**config.mk**
```make
export PLATFORM = sky130hd
export DESIGN_NAME = simd_issue_queue
export DESIGN_NICKNAME = d
export VERILOG_FILES = /design/src/rtl/simd_issue_queue.sv
export SDC_FILE = /design/constraint.sdc
export NUM_CORES = 1
export LEC_CHECK = 0
export BUFFER_PORTS_ARGS = -buffer_cell sky130_fd_sc_hd__buf_2
export CAP_MARGIN = 20
export CELL_PAD_IN_SITES_DETAIL_PLACEMENT = 0
export CELL_PAD_IN_SITES_GLOBAL_PLACEMENT = 1
export CORE_ASPECT_RATIO = 1.1
export CORE_MARGIN = 2
export CORE_UTILIZATION = 48
export CTS_CLUSTER_DIAMETER = 60
export DETAILED_ROUTE_END_ITERATION = 6
export GPL_ROUTABILITY_DRIVEN = 0
export PLACE_DENSITY_LB_ADDON = 0.1
export SETUP_SLACK_MARGIN = 0.5
export SLEW_MARGIN = 0
export SYNTH_ARGS = -nofsm -noshare
export SYNTH_HDL_FRONTEND = slang
export SYNTH_SLANG_ARGS = --single-unit
```
**constraint.sdc**
```tcl
create_clock -name clk -period 3.7 [get_ports clk]
set_input_delay 0.185 -clock clk [delete_from_list [all_inputs] [get_ports clk]]
set_output_delay 0.185 -clock clk [all_outputs]
set_load 0.005 [all_outputs]
```
**src/rtl/simd_issue_queue.sv**
```systemverilog
// -----------------------------------------------------------------------------
// simd_issue_queue
//
// Issue stage that sits in front of the combinational simd_core. Packed 4-lane
// SIMD instructions are buffered in a small FIFO. They are popped one at a time
// into registered opcode/operand outputs that feed the core. One cycle later the
// core's r0..r3 results are captured. They are then returned on a valid/ready
// result port. Operations issue strictly in order, at most one every two cycles.
//
// Optional feature: define SIMD_ISSUE_STATS_EN to add the saturating counters
// stat_issued and stat_illegal. The functional behaviour is unchanged.
//
// Ports
//   clk, rst_n            clock (rising edge), asynchronous active-low reset
//   in_valid/in_ready     instruction handshake; in_ready = FIFO not full
//   in_opcode             00 ADD, 01 SUB, 10 MUL, 11 illegal
//   in_a, in_b            packed operands {x3,x2,x1,x0}, 8-bit lanes
//   opcode, a0..a3, b0..b3  registered drive into simd_core
//   r0..r3                combinational lane results from simd_core
//   res_valid/res_ready   result handshake
//   res_data              {r3,r2,r1,r0}; zero for an illegal opcode
//   res_err               result came from an illegal opcode
//   stat_issued           (SIMD_ISSUE_STATS_EN) pops, saturating at 16'hFFFF
//   stat_illegal          (SIMD_ISSUE_STATS_EN) popped opcode-11 ops, saturating
// -----------------------------------------------------------------------------
module simd_issue_queue #(
   parameter int DEPTH = 4,
   parameter int AW    = 2
) (
   input  logic        clk,
   input  logic        rst_n,
   input  logic        in_valid,
   output logic        in_ready,
   input  logic [1:0]  in_opcode,
   input  logic [31:0] in_a,
   input  logic [31:0] in_b,
   output logic [1:0]  opcode,
   output logic [7:0]  a0,
   output logic [7:0]  a1,
   output logic [7:0]  a2,
   output logic [7:0]  a3,
   output logic [7:0]  b0,
   output logic [7:0]  b1,
   output logic [7:0]  b2,
   output logic [7:0]  b3,
   input  logic [15:0] r0,
   input  logic [15:0] r1,
   input  logic [15:0] r2,
   input  logic [15:0] r3,
   output logic        res_valid,
   input  logic        res_ready,
   output logic [63:0] res_data,
   output logic        res_err
`ifdef SIMD_ISSUE_STATS_EN
   ,
   output logic [15:0] stat_issued,
   output logic [15:0] stat_illegal
`endif
);

   localparam logic [AW:0] FULL_COUNT = (AW+1)'(DEPTH);
   localparam logic [1:0]  OP_ILLEGAL = 2'b11;

   typedef enum logic [1:0] {
      IDLE = 2'd0,
      EXEC = 2'd1,
      DONE = 2'd2
   } state_t;

   state_t state_reg;

   // FIFO storage: each entry is {opcode, a, b}.
   logic [65:0]   mem [DEPTH];
   logic [AW-1:0] wr_ptr_reg;
   logic [AW-1:0] rd_ptr_reg;
   logic [AW:0]   count_reg;

   logic        full;
   logic        empty;
   logic        push;
   logic        pop;
   logic [65:0] head;

   logic [1:0]  opcode_reg;
   logic [31:0] a_reg;
   logic [31:0] b_reg;

   assign full     = (count_reg == FULL_COUNT);
   assign empty    = (count_reg == '0);
   // Readiness depends only on the current occupancy. A pop in the same cycle
   // does not free a slot for a push while the FIFO is full.
   assign in_ready = !full;
   assign push     = in_valid && in_ready;
   // Pop from IDLE, or from DONE when the held result is being consumed. The
   // second case gives back-to-back issue. res_valid is always high in DONE.
   assign pop      = !empty &&
                     ((state_reg == IDLE) || ((state_reg == DONE) && res_ready));
   assign head     = mem[rd_ptr_reg];

   // Storage has no reset. Only the pointers and the count define what is valid.
   always_ff @(posedge clk) begin
      if (push) begin
         mem[wr_ptr_reg] <= {in_opcode, in_a, in_b};
      end
   end

   always_ff @(posedge clk or negedge rst_n) begin
      if (!rst_n) begin
         wr_ptr_reg <= '0;
         rd_ptr_reg <= '0;
         count_reg  <= '0;
      end else begin
         // Pointers are AW bits wide, so they wrap modulo DEPTH on their own.
         if (push) begin
            wr_ptr_reg <= wr_ptr_reg + 1'b1;
         end
         if (pop) begin
            rd_ptr_reg <= rd_ptr_reg + 1'b1;
         end
         if (push && !pop) begin
            count_reg <= count_reg + 1'b1;
         end else if (pop && !push) begin
            count_reg <= count_reg - 1'b1;
         end
      end
   end

   // Sequencer. The operand registers change only on a pop. This means the
   // core sees stable inputs for the whole EXEC cycle and keeps the last
   // operands while idle.
   always_ff @(posedge clk or negedge rst_n) begin
      if (!rst_n) begin
         state_reg  <= IDLE;
         opcode_reg <= '0;
         a_reg      <= '0;
         b_reg      <= '0;
         res_data   <= '0;
         res_valid  <= 1'b0;
         res_err    <= 1'b0;
      end else begin
         case (state_reg)
            IDLE: begin
               if (pop) begin
                  opcode_reg <= head[65:64];
                  a_reg      <= head[63:32];
                  b_reg      <= head[31:0];
                  state_reg  <= EXEC;
               end
            end
            EXEC: begin
               res_valid <= 1'b1;
               if (opcode_reg == OP_ILLEGAL) begin
                  res_data <= '0;
                  res_err  <= 1'b1;
               end else begin
                  res_data <= {r3, r2, r1, r0};
                  res_err  <= 1'b0;
               end
               state_reg <= DONE;
            end
            DONE: begin
               if (res_ready) begin
                  // The result has been consumed, so drop valid. During a
                  // back-to-back EXEC it must not be presented a second time.
                  res_valid <= 1'b0;
                  res_err   <= 1'b0;
                  if (pop) begin
                     opcode_reg <= head[65:64];
                     a_reg      <= head[63:32];
                     b_reg      <= head[31:0];
                     state_reg  <= EXEC;
                  end else begin
                     state_reg  <= IDLE;
                  end
               end
            end
            default: begin
               state_reg <= IDLE;
            end
         endcase
      end
   end

   assign opcode = opcode_reg;
   assign a0     = a_reg[7:0];
   assign a1     = a_reg[15:8];
   assign a2     = a_reg[23:16];
   assign a3     = a_reg[31:24];
   assign b0     = b_reg[7:0];
   assign b1     = b_reg[15:8];
   assign b2     = b_reg[23:16];
   assign b3     = b_reg[31:24];

`ifdef SIMD_ISSUE_STATS_EN
   logic [15:0] stat_issued_reg;
   logic [15:0] stat_illegal_reg;

   always_ff @(posedge clk or negedge rst_n) begin
      if (!rst_n) begin
         stat_issued_reg  <= '0;
         stat_illegal_reg <= '0;
      end else begin
         if (pop && (stat_issued_reg != 16'hFFFF)) begin
            stat_issued_reg <= stat_issued_reg + 16'd1;
         end
         if (pop && (head[65:64] == OP_ILLEGAL) && (stat_illegal_reg != 16'hFFFF)) begin
            stat_illegal_reg <= stat_illegal_reg + 16'd1;
         end
      end
   end

   assign stat_issued  = stat_issued_reg;
   assign stat_illegal = stat_illegal_reg;
`endif

endmodule
```
==> results.rst <==
.. list-table::
   :header-rows: 1

   * - Metric
     - Value
   * - Count of mapped cells out of synthesis
     - 678
   * - TritonCTS Buffers
     - 41
   * - Sequential-to-total area share from yosys stat
     - about 77%
   * - CP cell instances
     - nor2_1, a21boi_1, and2_4
   * - Starting utilization of the core area
     - about half
   * - Register clock-pin slew on the reported worst setup and hold paths
     - ~0.060 ns
   * - Post-cts resize count
     - 0
   * - Pin count of the biggest net entering global routing
     - 85
   * - Via count
     - 7,934
   * - I/O pin count
     - 267
   * - DRC violation total after the first TritonRoute iteration
     - approximately 430
   * - Pre-CTS worst setup slack
     - 1.28 ns
   * - Total routing usage reported by global routing
     - 19.3%
   * - Unique cell type count in the Yosys netlist
     - 29
   * - Worst Path Arrival
     - around 2.5 ns
   * - Min-delay worst type
     - input port to flip-flop
   * - Flip-flop count of the largest register, all copies and words added
     - 264
   * - Number of pins exceeding their max-slew limit in the final report
     - 0
   * - Worst path buffer plus inverter count
     - 0
   * - DRC violations left
     - 0
   * - Status
     - finished clean
   * - Post-synth design cell area
     - 14,800 um2
   * - Half-perimeter wire length of the detailed placement result
     - 18.0 mm
   * - Crit share post-route
     - approximately two thirds
   * - Die Wd
     - 172 um
   * - Maximum cell stage delay along the critical path
     - 0.93 ns
   * - Vias per Instance
     - 5.16
   * - Number of search-and-repair iterations in the first detailed-routing pass
     - 4
   * - Library cell contributing the largest single delay on the critical path
     - sky130_fd_sc_hd__and2_4
   * - Clk_lat worst skew
     - 0.53 ns
   * - Tot Pwr
     - 15.7 mW
   * - Worst VDD drop
     - 0.000497 V
   * - Setup Buffers After CTS
     - 0
   * - Yosys top cell by area
     - sky130_fd_sc_hd__edfxtp_1
   * - Fraction of post-synthesis cell area in the top cell type by area
     - a little over half
   * - Maximum clock path buffer count
     - 3
   * - Placeable core region
     - 30,400 um2
   * - Post-synthesis sequential element count
     - 405
   * - Category of the worst setup path capture point
     - flip-flop
   * - Number of synthesis warnings
     - 0
   * - Power density relative to cell area
     - between 800 and 900 nW/um2
   * - P&R area growth vs syn
     - 29.4%
   * - Total wire length
     - 31.2 mm
   * - Register bank with the most flops
     - mem
   * - Cell types occupying the most area after synthesis
     - sky130_fd_sc_hd__edfxtp_1, sky130_fd_sc_hd__dfrtp_1, sky130_fd_sc_hd__mux4_2
   * - Largest registers
     - mem x264, res_data x64
   * - Worst slew slack as a fraction of its limit
     - 27.0%
   * - Ys flop type
     - sky130_fd_sc_hd__edfxtp_1
   * - Biggest fanout along the worst timing path
     - 66
   * - Leakage component of the power
     - 7.59 nW
   * - Count of nets after finishing
     - 1,230
   * - Worst setup path class
     - flip-flop to flip-flop
   * - Hold-fix buffer count after cts
     - ~130
   * - Antenna viol nets, final
     - 0
   * - Number of input and output port buffers inserted
     - 266
   * - Number of flops mapped to enable cells by yosys
     - roughly 260
   * - Share of flip-flops with an asynchronous set or reset
     - 34.8%
   * - Hold Vio Cnt, Final
     - 0
   * - Most frequently used cell type in the post-synthesis netlist
     - sky130_fd_sc_hd__edfxtp_1
   * - Family of cells with the greatest summed delay on the critical path
     - simple AND/OR/NAND/NOR gates
   * - Height of the chip
     - 188 um
   * - Most frequent cells after synthesis
     - sky130_fd_sc_hd__edfxtp_1, sky130_fd_sc_hd__dfrtp_1, sky130_fd_sc_hd__mux4_2
   * - Vias in the first global route
     - 8,701
   * - Count of maximum capacitance violations
     - 0
   * - Overall overflow remaining after global route
     - 0
   * - First-pass GRT wire length
     - 47.5 mm
   * - Worst Path Required
     - 3.84 ns
   * - Antenna violations before repair
     - 1
   * - Setup crit start kind
     - flip-flop
   * - Clock root buffer master
     - sky130_fd_sc_hd__clkbuf_16
   * - Count of endpoints failing setup in the final report
     - 0
   * - CTS Sinks
     - 405
   * - Clock period minus final worst setup slack
     - about 2.4 ns
   * - Placement Rows
     - 67
   * - Worst setup margin
     - around 1.3 ns
   * - Slew of the pin with the lowest slew margin
     - 1.09 ns
   * - Mean Syn Cell Area
     - roughly 22 um2
   * - Mean routed wirelength per cell
     - 20.3 um
   * - Setup TNS
     - 0 ns
   * - TritonCTS clock tree
     - yes
   * - Layout cell share with drive strength beyond 1
     - between 40% and 50%
   * - RSZ-0062 raised after global routing
     - false
   * - Maximum clock rate
     - 416 MHz
   * - Worst Skew
     - ~0.012 ns
   * - CTS H-Tree Depth
     - 2
   * - Overall die area
     - about 32,000 um2
   * - Nets in the synthesized netlist
     - 818
-- cell families (layout without fill, tap and decap cells) --
family                   count (synthesis)  count (layout)  synth area share [%]
multiplexers                           134             134                  15.6
buffers and inverters                   42             487                  1.59
AND/OR/NAND/NOR                         15              15                 0.591
adder cells (fa/ha/maj)                  6               6                 0.557
XOR/XNOR                                 6               6                 0.354
flip-flops                             405             405                  77.3
other                                    0               2                     0
AO/OA/AOI/OAI                           70              70                  4.00
-- area by class of cell --
class	instances	area, um2
flip-flops and latches	405	11500
fillers	2141	11200
multi-input cells	231	3170
repair buffers	405	2720
clock buffers	60	1190
well taps	414	518
clock inverters	16	104
inverters	6	22.5
diodes	2	5.00
-- final timing paths --
kind,start,end,slack [ns],cells past startpoint
worst min register to register,res_data[28],res_data[28],0.50,1
worst max-delay path,count_reg[0],mem[1][16],1.30,3
worst min-delay path,in_valid,wr_ptr_reg[0],0.18,3
max in group asynchronous,rst_n,res_data[12],2.39,3
min in group asynchronous,rst_n,res_data[59],0.33,2
worst max register to register,count_reg[0],mem[1][16],1.30,3
-- through the flow --
step	hold slack [ns]	cells	utilization, %	area [um2]
after global routing	0.187	1538	63.1	19200
after CTS	0.165	1537	63.0	19200
after detailed placement	0.328	1329	54.5	16600
final	0.180	1539	63.1	19200
after floorplan	-0.111	678	-	14800
after global placement	0.298	1329	54.5	16600
-- layer usage --
metal | vias to the layer above | GRT usage (%) | part of all wire [%]
met5 | - | 0 | 0
met2 | 268 | 35.0 | 51
met3 | 51 | 4.24 | 6.5
met1 | 4050 | 23.1 | 40
met4 | 0 | 5.54 | 2.3
li1 | 3565 | - | -
-- layout by cell type, fill, tap and decap left out, types with 3 or more instances in the layout --
| cell type | synthesis | final |
|---|---|---|
| sky130_fd_sc_hd__clkbuf_1 | 9 | 11 |
| sky130_fd_sc_hd__mux4_2 | 66 | 66 |
| sky130_fd_sc_hd__dfrtp_1 | 141 | 139 |
| sky130_fd_sc_hd__xor2_1 | 4 | 4 |
| sky130_fd_sc_hd__mux2_2 | 50 | 50 |
| sky130_fd_sc_hd__mux2_4 | 18 | 18 |
| sky130_fd_sc_hd__dlygate4sd3_1 | 0 | 132 |
| sky130_fd_sc_hd__inv_1 | 6 | 6 |
| sky130_fd_sc_hd__a22o_1 | 64 | 64 |
| sky130_fd_sc_hd__ha_1 | 5 | 5 |
| sky130_fd_sc_hd__buf_2 | 15 | 265 |
| sky130_fd_sc_hd__clkbuf_16 | 0 | 42 |
| sky130_fd_sc_hd__buf_4 | 2 | 6 |
| sky130_fd_sc_hd__clkinv_2 | 0 | 11 |
| sky130_fd_sc_hd__clkbuf_8 | 0 | 7 |
| sky130_fd_sc_hd__a21oi_1 | 4 | 3 |
| sky130_fd_sc_hd__edfxtp_1 | 264 | 264 |
| sky130_fd_sc_hd__and2_4 | 0 | 4 |
-- where the power goes --
part | internal [mW] | leakage, nW | total [mW] | switching, mW
combinational | 2.61 | 2.82 | 4.65 | 2.04
sequential | 6.29 | 4.13 | 7.12 | 0.832
clock | 2.24 | 0.645 | 3.88 | 1.64
-- worst min-delay path, cell delays in order --
cell,delay (ns)
sky130_fd_sc_hd__buf_2,0.11
sky130_fd_sc_hd__a21boi_1,0.21
sky130_fd_sc_hd__xnor2_1,0.16
Note: power is estimated with default switching activity, not from simulation.
